### src/rtl/dds_pkg.sv
// Shared constants and types for the DDS phase generator.
// LFSR constants are used only when DDS_PHASE_DITHER_EN is defined.
package dds_pkg;

    localparam int ACC_WIDTH       = 32;
    localparam int ANGLE_WIDTH     = 20;
    localparam int SWEEP_CNT_WIDTH = 16;
    localparam int FULL_CIRCLE     = 1 << ANGLE_WIDTH;

    localparam int                    LFSR_WIDTH = 16;
    localparam logic [LFSR_WIDTH-1:0] LFSR_SEED  = 16'hACE1;
    // Taps 16/14/13/11 expressed as bit positions 15/13/12/10.
    localparam logic [LFSR_WIDTH-1:0] LFSR_TAPS  = 16'hB400;

    typedef enum logic {
        RUN   = 1'b0,
        SWEEP = 1'b1
    } state_e;

    function automatic logic [LFSR_WIDTH-1:0] lfsr_next(
        input logic [LFSR_WIDTH-1:0] s
    );
        return {s[LFSR_WIDTH-2:0], ^(s & LFSR_TAPS)};
    endfunction

endpackage

### src/rtl/dds_phase_lfsr.sv
// Fibonacci LFSR that provides truncation dither for the phase output.
// Instantiated only when DDS_PHASE_DITHER_EN is defined.
module dds_phase_lfsr
    import dds_pkg::*;
#(
    parameter int OUT_WIDTH = 12
) (
    input  logic                 clk,
    input  logic                 rst,
    input  logic                 en_i,
    output logic [OUT_WIDTH-1:0] dither_o
);

    logic [LFSR_WIDTH-1:0] lfsr_q;
    logic [LFSR_WIDTH-1:0] lfsr_d;

    always_comb begin
        lfsr_d = lfsr_q;
        if (en_i) begin
            lfsr_d = lfsr_next(lfsr_q);
        end
    end

    always_ff @(posedge clk or posedge rst) begin
        if (rst) begin
            lfsr_q <= LFSR_SEED;
        end else begin
            lfsr_q <= lfsr_d;
        end
    end

    assign dither_o = lfsr_q[OUT_WIDTH-1:0];

endmodule

### src/rtl/dds_phase_acc.sv
// DDS phase accumulator with config handshake and linear FTW sweep.
// Define DDS_PHASE_DITHER_EN to add LFSR dither before truncation.
module dds_phase_acc #(
    parameter int ACC_WIDTH       = dds_pkg::ACC_WIDTH,
    parameter int ANGLE_WIDTH     = dds_pkg::ANGLE_WIDTH,
    parameter int SWEEP_CNT_WIDTH = dds_pkg::SWEEP_CNT_WIDTH
) (
    input  logic                       clk,
    input  logic                       rst,
    input  logic                       en,
    input  logic                       phase_clr,
    input  logic                       cfg_valid,
    output logic                       cfg_ready,
    input  logic [ACC_WIDTH-1:0]       cfg_ftw,
    input  logic [ANGLE_WIDTH-1:0]     cfg_pow,
    input  logic [ACC_WIDTH-1:0]       cfg_step,
    input  logic [SWEEP_CNT_WIDTH-1:0] cfg_len,
    input  logic                       sweep_start,
    output logic [ANGLE_WIDTH-1:0]     angle_o,
    output logic                       angle_valid_o,
    output logic                       sweep_busy_o,
    output logic                       sweep_done_o
);

    import dds_pkg::*;

    localparam int DITHER_WIDTH = ACC_WIDTH - ANGLE_WIDTH;

    state_e                     state_q, state_d;
    logic [ACC_WIDTH-1:0]       acc_q, acc_d;
    logic [ACC_WIDTH-1:0]       ftw_q, ftw_d;
    logic [ACC_WIDTH-1:0]       step_q, step_d;
    logic [ANGLE_WIDTH-1:0]     pow_q, pow_d;
    logic [SWEEP_CNT_WIDTH-1:0] len_q, len_d;
    logic [SWEEP_CNT_WIDTH-1:0] cnt_q, cnt_d;
    logic [ANGLE_WIDTH-1:0]     angle_q, angle_d;
    logic                       valid_q;
    logic                       ready_q, ready_d;
    logic                       done_q, done_d;
    logic                       hs;
    logic [ANGLE_WIDTH-1:0]     trunc;

    assign hs = cfg_valid & ready_q;

`ifdef DDS_PHASE_DITHER_EN
    logic [DITHER_WIDTH-1:0] dither;
    logic [ACC_WIDTH-1:0]    dith_sum;

    dds_phase_lfsr #(
        .OUT_WIDTH(DITHER_WIDTH)
    ) u_lfsr (
        .clk     (clk),
        .rst     (rst),
        .en_i    (en),
        .dither_o(dither)
    );

    assign dith_sum = acc_q + {{ANGLE_WIDTH{1'b0}}, dither};
    assign trunc    = dith_sum[ACC_WIDTH-1 -: ANGLE_WIDTH];
`else
    assign trunc = acc_q[ACC_WIDTH-1 -: ANGLE_WIDTH];
`endif

    // A config accepted in the same cycle as sweep_start feeds the sweep.
    always_comb begin
        state_d = state_q;
        ftw_d   = ftw_q;
        pow_d   = pow_q;
        step_d  = step_q;
        len_d   = len_q;
        cnt_d   = cnt_q;
        done_d  = 1'b0;
        if (hs) begin
            ftw_d  = cfg_ftw;
            pow_d  = cfg_pow;
            step_d = cfg_step;
            len_d  = cfg_len;
        end
        if (en) begin
            unique case (state_q)
                RUN: begin
                    if (sweep_start) begin
                        if (len_d != '0) begin
                            state_d = SWEEP;
                            cnt_d   = len_d;
                        end else begin
                            done_d = 1'b1;
                        end
                    end
                end
                SWEEP: begin
                    ftw_d = ftw_q + step_q;
                    cnt_d = cnt_q - 1'b1;
                    if (cnt_q == SWEEP_CNT_WIDTH'(1)) begin
                        state_d = RUN;
                        done_d  = 1'b1;
                    end
                end
            endcase
        end
    end

    always_comb begin
        acc_d   = acc_q;
        angle_d = angle_q;
        ready_d = (state_d == RUN);
        if (phase_clr) begin
            acc_d = '0;
        end else if (en) begin
            acc_d = acc_q + ftw_q;
        end
        if (en) begin
            angle_d = trunc + pow_q;
        end
    end

    always_ff @(posedge clk or posedge rst) begin
        if (rst) begin
            state_q <= RUN;
            acc_q   <= '0;
            ftw_q   <= '0;
            step_q  <= '0;
            pow_q   <= '0;
            len_q   <= '0;
            cnt_q   <= '0;
            angle_q <= '0;
            valid_q <= 1'b0;
            ready_q <= 1'b1;
            done_q  <= 1'b0;
        end else begin
            state_q <= state_d;
            acc_q   <= acc_d;
            ftw_q   <= ftw_d;
            step_q  <= step_d;
            pow_q   <= pow_d;
            len_q   <= len_d;
            cnt_q   <= cnt_d;
            angle_q <= angle_d;
            valid_q <= en;
            ready_q <= ready_d;
            done_q  <= done_d;
        end
    end

    assign cfg_ready     = ready_q;
    assign angle_o       = angle_q;
    assign angle_valid_o = valid_q;
    assign sweep_busy_o  = (state_q == SWEEP);
    assign sweep_done_o  = done_q;

endmodule

### config.mk
export PLATFORM = sky130hd
export DESIGN_NAME = dds_phase_acc
export DESIGN_NICKNAME = d
export VERILOG_FILES = /design/src/rtl/dds_pkg.sv /design/src/rtl/dds_phase_lfsr.sv /design/src/rtl/dds_phase_acc.sv
export SDC_FILE = /design/constraint.sdc
export NUM_CORES = 1
export LEC_CHECK = 0
export BUFFER_PORTS_ARGS = -buffer_cell sky130_fd_sc_hd__buf_2
export CORE_ASPECT_RATIO = 0.6
export CORE_MARGIN = 4
export CORE_UTILIZATION = 60
export CTS_BUF_LIST = sky130_fd_sc_hd__clkbuf_16
export DETAILED_ROUTE_END_ITERATION = 10
export PLACE_DENSITY = 0.89
export SLEW_MARGIN = 10
export SYNTH_ARGS = -nofsm -noshare
export SYNTH_HDL_FRONTEND = slang
export SYNTH_SLANG_ARGS = --single-unit
export TNS_END_PERCENT = 30
### constraint.sdc
create_clock -name clk -period 6.4 [get_ports clk]
set_input_delay 0.64 -clock clk [delete_from_list [all_inputs] [get_ports clk]]
set_output_delay 0.64 -clock clk [all_outputs]
set_load 0.02 [all_outputs]
==> qor.yml <==
placement:
  finalWeightedCongestion: 0.934
  pre_cts_slack_ps: 2760
  port_buffers: 129
  post-dp-hpwl_um: 21500
synth:
  synth-adder-area-share_pct: 9.88
  yosys.area_share.simple_pct: 11.4
  synthXorXnorAreaFrac_pct: 4.88
  synth_top_flop_cell: "dfrtp_1"
  ys_async_sr_fraction_pct: 100
  synth_nets: 1325
  avgSynthCellArea_sq_um: 9.82
  ys_seq_area_share_pct: 38.7
  post_synth_num_cell_types: 72
  netlist_instances: 1133
  synth_seq_cells: 172
  synth_compound_area_share_pct: 19.9
  synth_mux_area_share_pct: 12.5
  synth_top_family_by_area: "compound AO/OA/AOI/OAI gates"
  syn-cell-area_sq_um: 11100
  synth_edf_count: 0
  yosysWarnings: 0
timing:
  post-route-period-util_pct: 53.6
  setup_viol: 0
  period_needed_ps: 3430
  fmax_mhz: 292
  hold_viol: 0
  report.final.slew_viol_count: 0
  worst_slack_ps: 2970
  finalSetupTns_ps: 0
  worst_pin_slew_ps: 1130
  skew_ps: 11.8
  rsz0062_at_grt: "no"
  relSlewSlack_pct: 24.0
finish:
  area.growth.synth_to_final_pct: 12.7
  drive_gt1_share_pct: 21.5
  nets: 1429
  final_common_cell: "dfrtp_1"
  fill_cells: 1348
  final_cell_mix: "171 x dfrtp_1, 129 x buf_2, 85 x mux2_2, 84 x a21oi_1"
die:
  core_sq_um: 18100
  pin_count: 130
  start_util_pct: 61.4
  die_y_um: 113
  core.rowCount: 38
  die_x_um: 184
  die-area_sq_um: 20900
routing:
  drtIter0Drc: 996
  firstDrtPassIters: 5
  vias: 9465
  post-route-drc-count: 0
  avgRoutedWirePerCell_um: 19.6
  detail-route-antenna-nets: 0
  vias_per_cell: 6.34
  wl_um: 29300
pwr:
  p_leak_uw: 0.00597
  combinationalPowerShare_pct: 53.4
  irDropWorstVdd_mv: 0.284
  p_seq_share_pct: 29.8
  swShare_pct: 43.9
  cellPowerDensity_nw_per_um2: 508
  p_sw_uw: 2800
  cellInternalPower_uw: 3570
  clkPwrFrac_pct: 16.9
cts:
  numCtsBuffers: 17
  clock-root-buffer: "clkbuf_16"
  cts_resized: 0
  clk_path_buf_depth: 2
  clk_pin_slew_ps: 70
  cts_max_level: 4
  cts_setup_buffers: 0
  insertion_delay_ps: 440
  cts_tree: "yes"
  cts.sinks: 172
  holdBufCountCts: 0
global_routing:
  grt_usage_pct: 28.3
  grt-ovfl-total: 0
  grt_pass1_wl_um: 47200
  grt_pass1_vias: 9135
  grt_max_degree: 105
  antenna_found_initial: 4
run_status:
  status: "complete, no violations"
hold_path:
  hold_class: "in -> async"
worst_setup_path:
  worstPathRequired_ps: 6750
  slowest_stage: "dfstp_2"
  worst_setup_path_start_kind: "register"
  critPathKind: "reg -> reg"
  end_kind: "register"
  cp_max_fo: 61
  cp_slowest_stage_delay_ps: 600
  crit_chain: "nand2_4, mux2_2, nor4b_1, nor2b_1, o21a_1, nand2_1, o22ai_1, a21oi_1"
  arrival_ps: 3780
job:
  cap_violations: 0
state kept, by name (all words and copies together) (netlist names):
| name | cells |
|---|---|
| acc_q | 32 |
| ftw_q | 32 |
| step_q | 32 |
| angle_o | 20 |
| pow_q | 20 |
| cnt_q | 16 |
| len_q | 16 |
| angle_valid_o | 1 |
| cfg_ready | 1 |
| sweep_busy_o | 1 |
| sweep_done_o | 1 |
path summary, 6_finish.rpt:
path | start | end | slack, ps | depth (start not counted)
worst max-delay path | cfg_ready | cnt_q[6] | 2970 | 8
worst min-delay path | rst | pow_q[18] | 400 | 2
worst max register to register | cfg_ready | cnt_q[6] | 2970 | 8
worst min register to register | angle_o[9] | angle_o[9] | 510 | 1
max in group asynchronous | rst | step_q[16] | 4550 | 3
min in group clk | cfg_step[0] | step_q[0] | 430 | 2
worst max-delay path, delay by kind of cell (launching register included):
kind | cells | cell delay [ps]
flops | 1 | 600
mux | 1 | 500
simple gates | 4 | 1420
compound gates | 3 | 800
synth_stat cells, types with 14 or more instances:
cell / count / area, sq um
a211oi_1: 15 / 113
a21o_1: 39 / 293
a21oi_1: 84 / 420
and3_1: 14 / 87.6
clkbuf_1: 36 / 135
dfrtp_1: 171 / 4280
ha_1: 83 / 1040
inv_1: 32 / 120
mux2_2: 85 / 957
mux2i_1: 43 / 430
nand2_1: 74 / 278
nand3_1: 26 / 130
nor2_1: 84 / 315
nor3_1: 14 / 70.1
o21ai_0: 74 / 370
o21bai_1: 15 / 113
xnor2_1: 42 / 368
xor2_1: 20 / 175
cell families (layout without fill, tap and decap cells):
group | Yosys count | count (layout)
flops | 172 | 172
mux | 128 | 128
other cells | 0 | 3
xor+xnor | 62 | 62
buf+inv | 79 | 196
compound gates | 336 | 336
fa+ha+maj | 86 | 86
simple gates | 270 | 270
power by group through the flow:
stage                     clock network, uW  logic (uW)  registers [uW]
final                                  1070        3400            1890
after global routing                   1130        3760            1920
after CTS                              1080        3340            1870
after detailed placement                  0        3290            1870
after global placement                    0        3150            1860
after floorplan                           0        2580            1770
final cells by class:
type	count	area (sq um)	area share, %
multi-input combinational	882	6530	52.1
timing repair buffer	132	668	5.33
sequential	172	4310	34.3
clock inverter	15	173	1.38
tap	240	300	2.40
antenna	3	7.51	0.0599
inverter	32	125	0.998
clock buffer	17	425	3.39
through the flow:
step	power, uW	hold WS, ps	utilization, %	area [sq um]	instances
finish	6360	405	69.2	12500	1493
global route	6810	418	69.2	12500	1493
CTS	6290	411	69.2	12500	1490
detailed placement	5170	484	65.9	11900	1458
global placement	5010	489	65.9	11900	1458
floorplan	4360	484	-	11100	1133
routing by layer:
| metal | GRT usage [%] | vias up | wire (um) |
|---|---|---|---|
| met2 | 39.9 | 497 | 12100 |
| met5 | 0 | - | 0 |
| met4 | 7.09 | 0 | 463 |
| li1 | - | 4408 | - |
| met3 | 8.03 | 47 | 3280 |
| met1 | 43.0 | 4513 | 13500 |
Note: power is estimated with default switching activity, not from simulation.
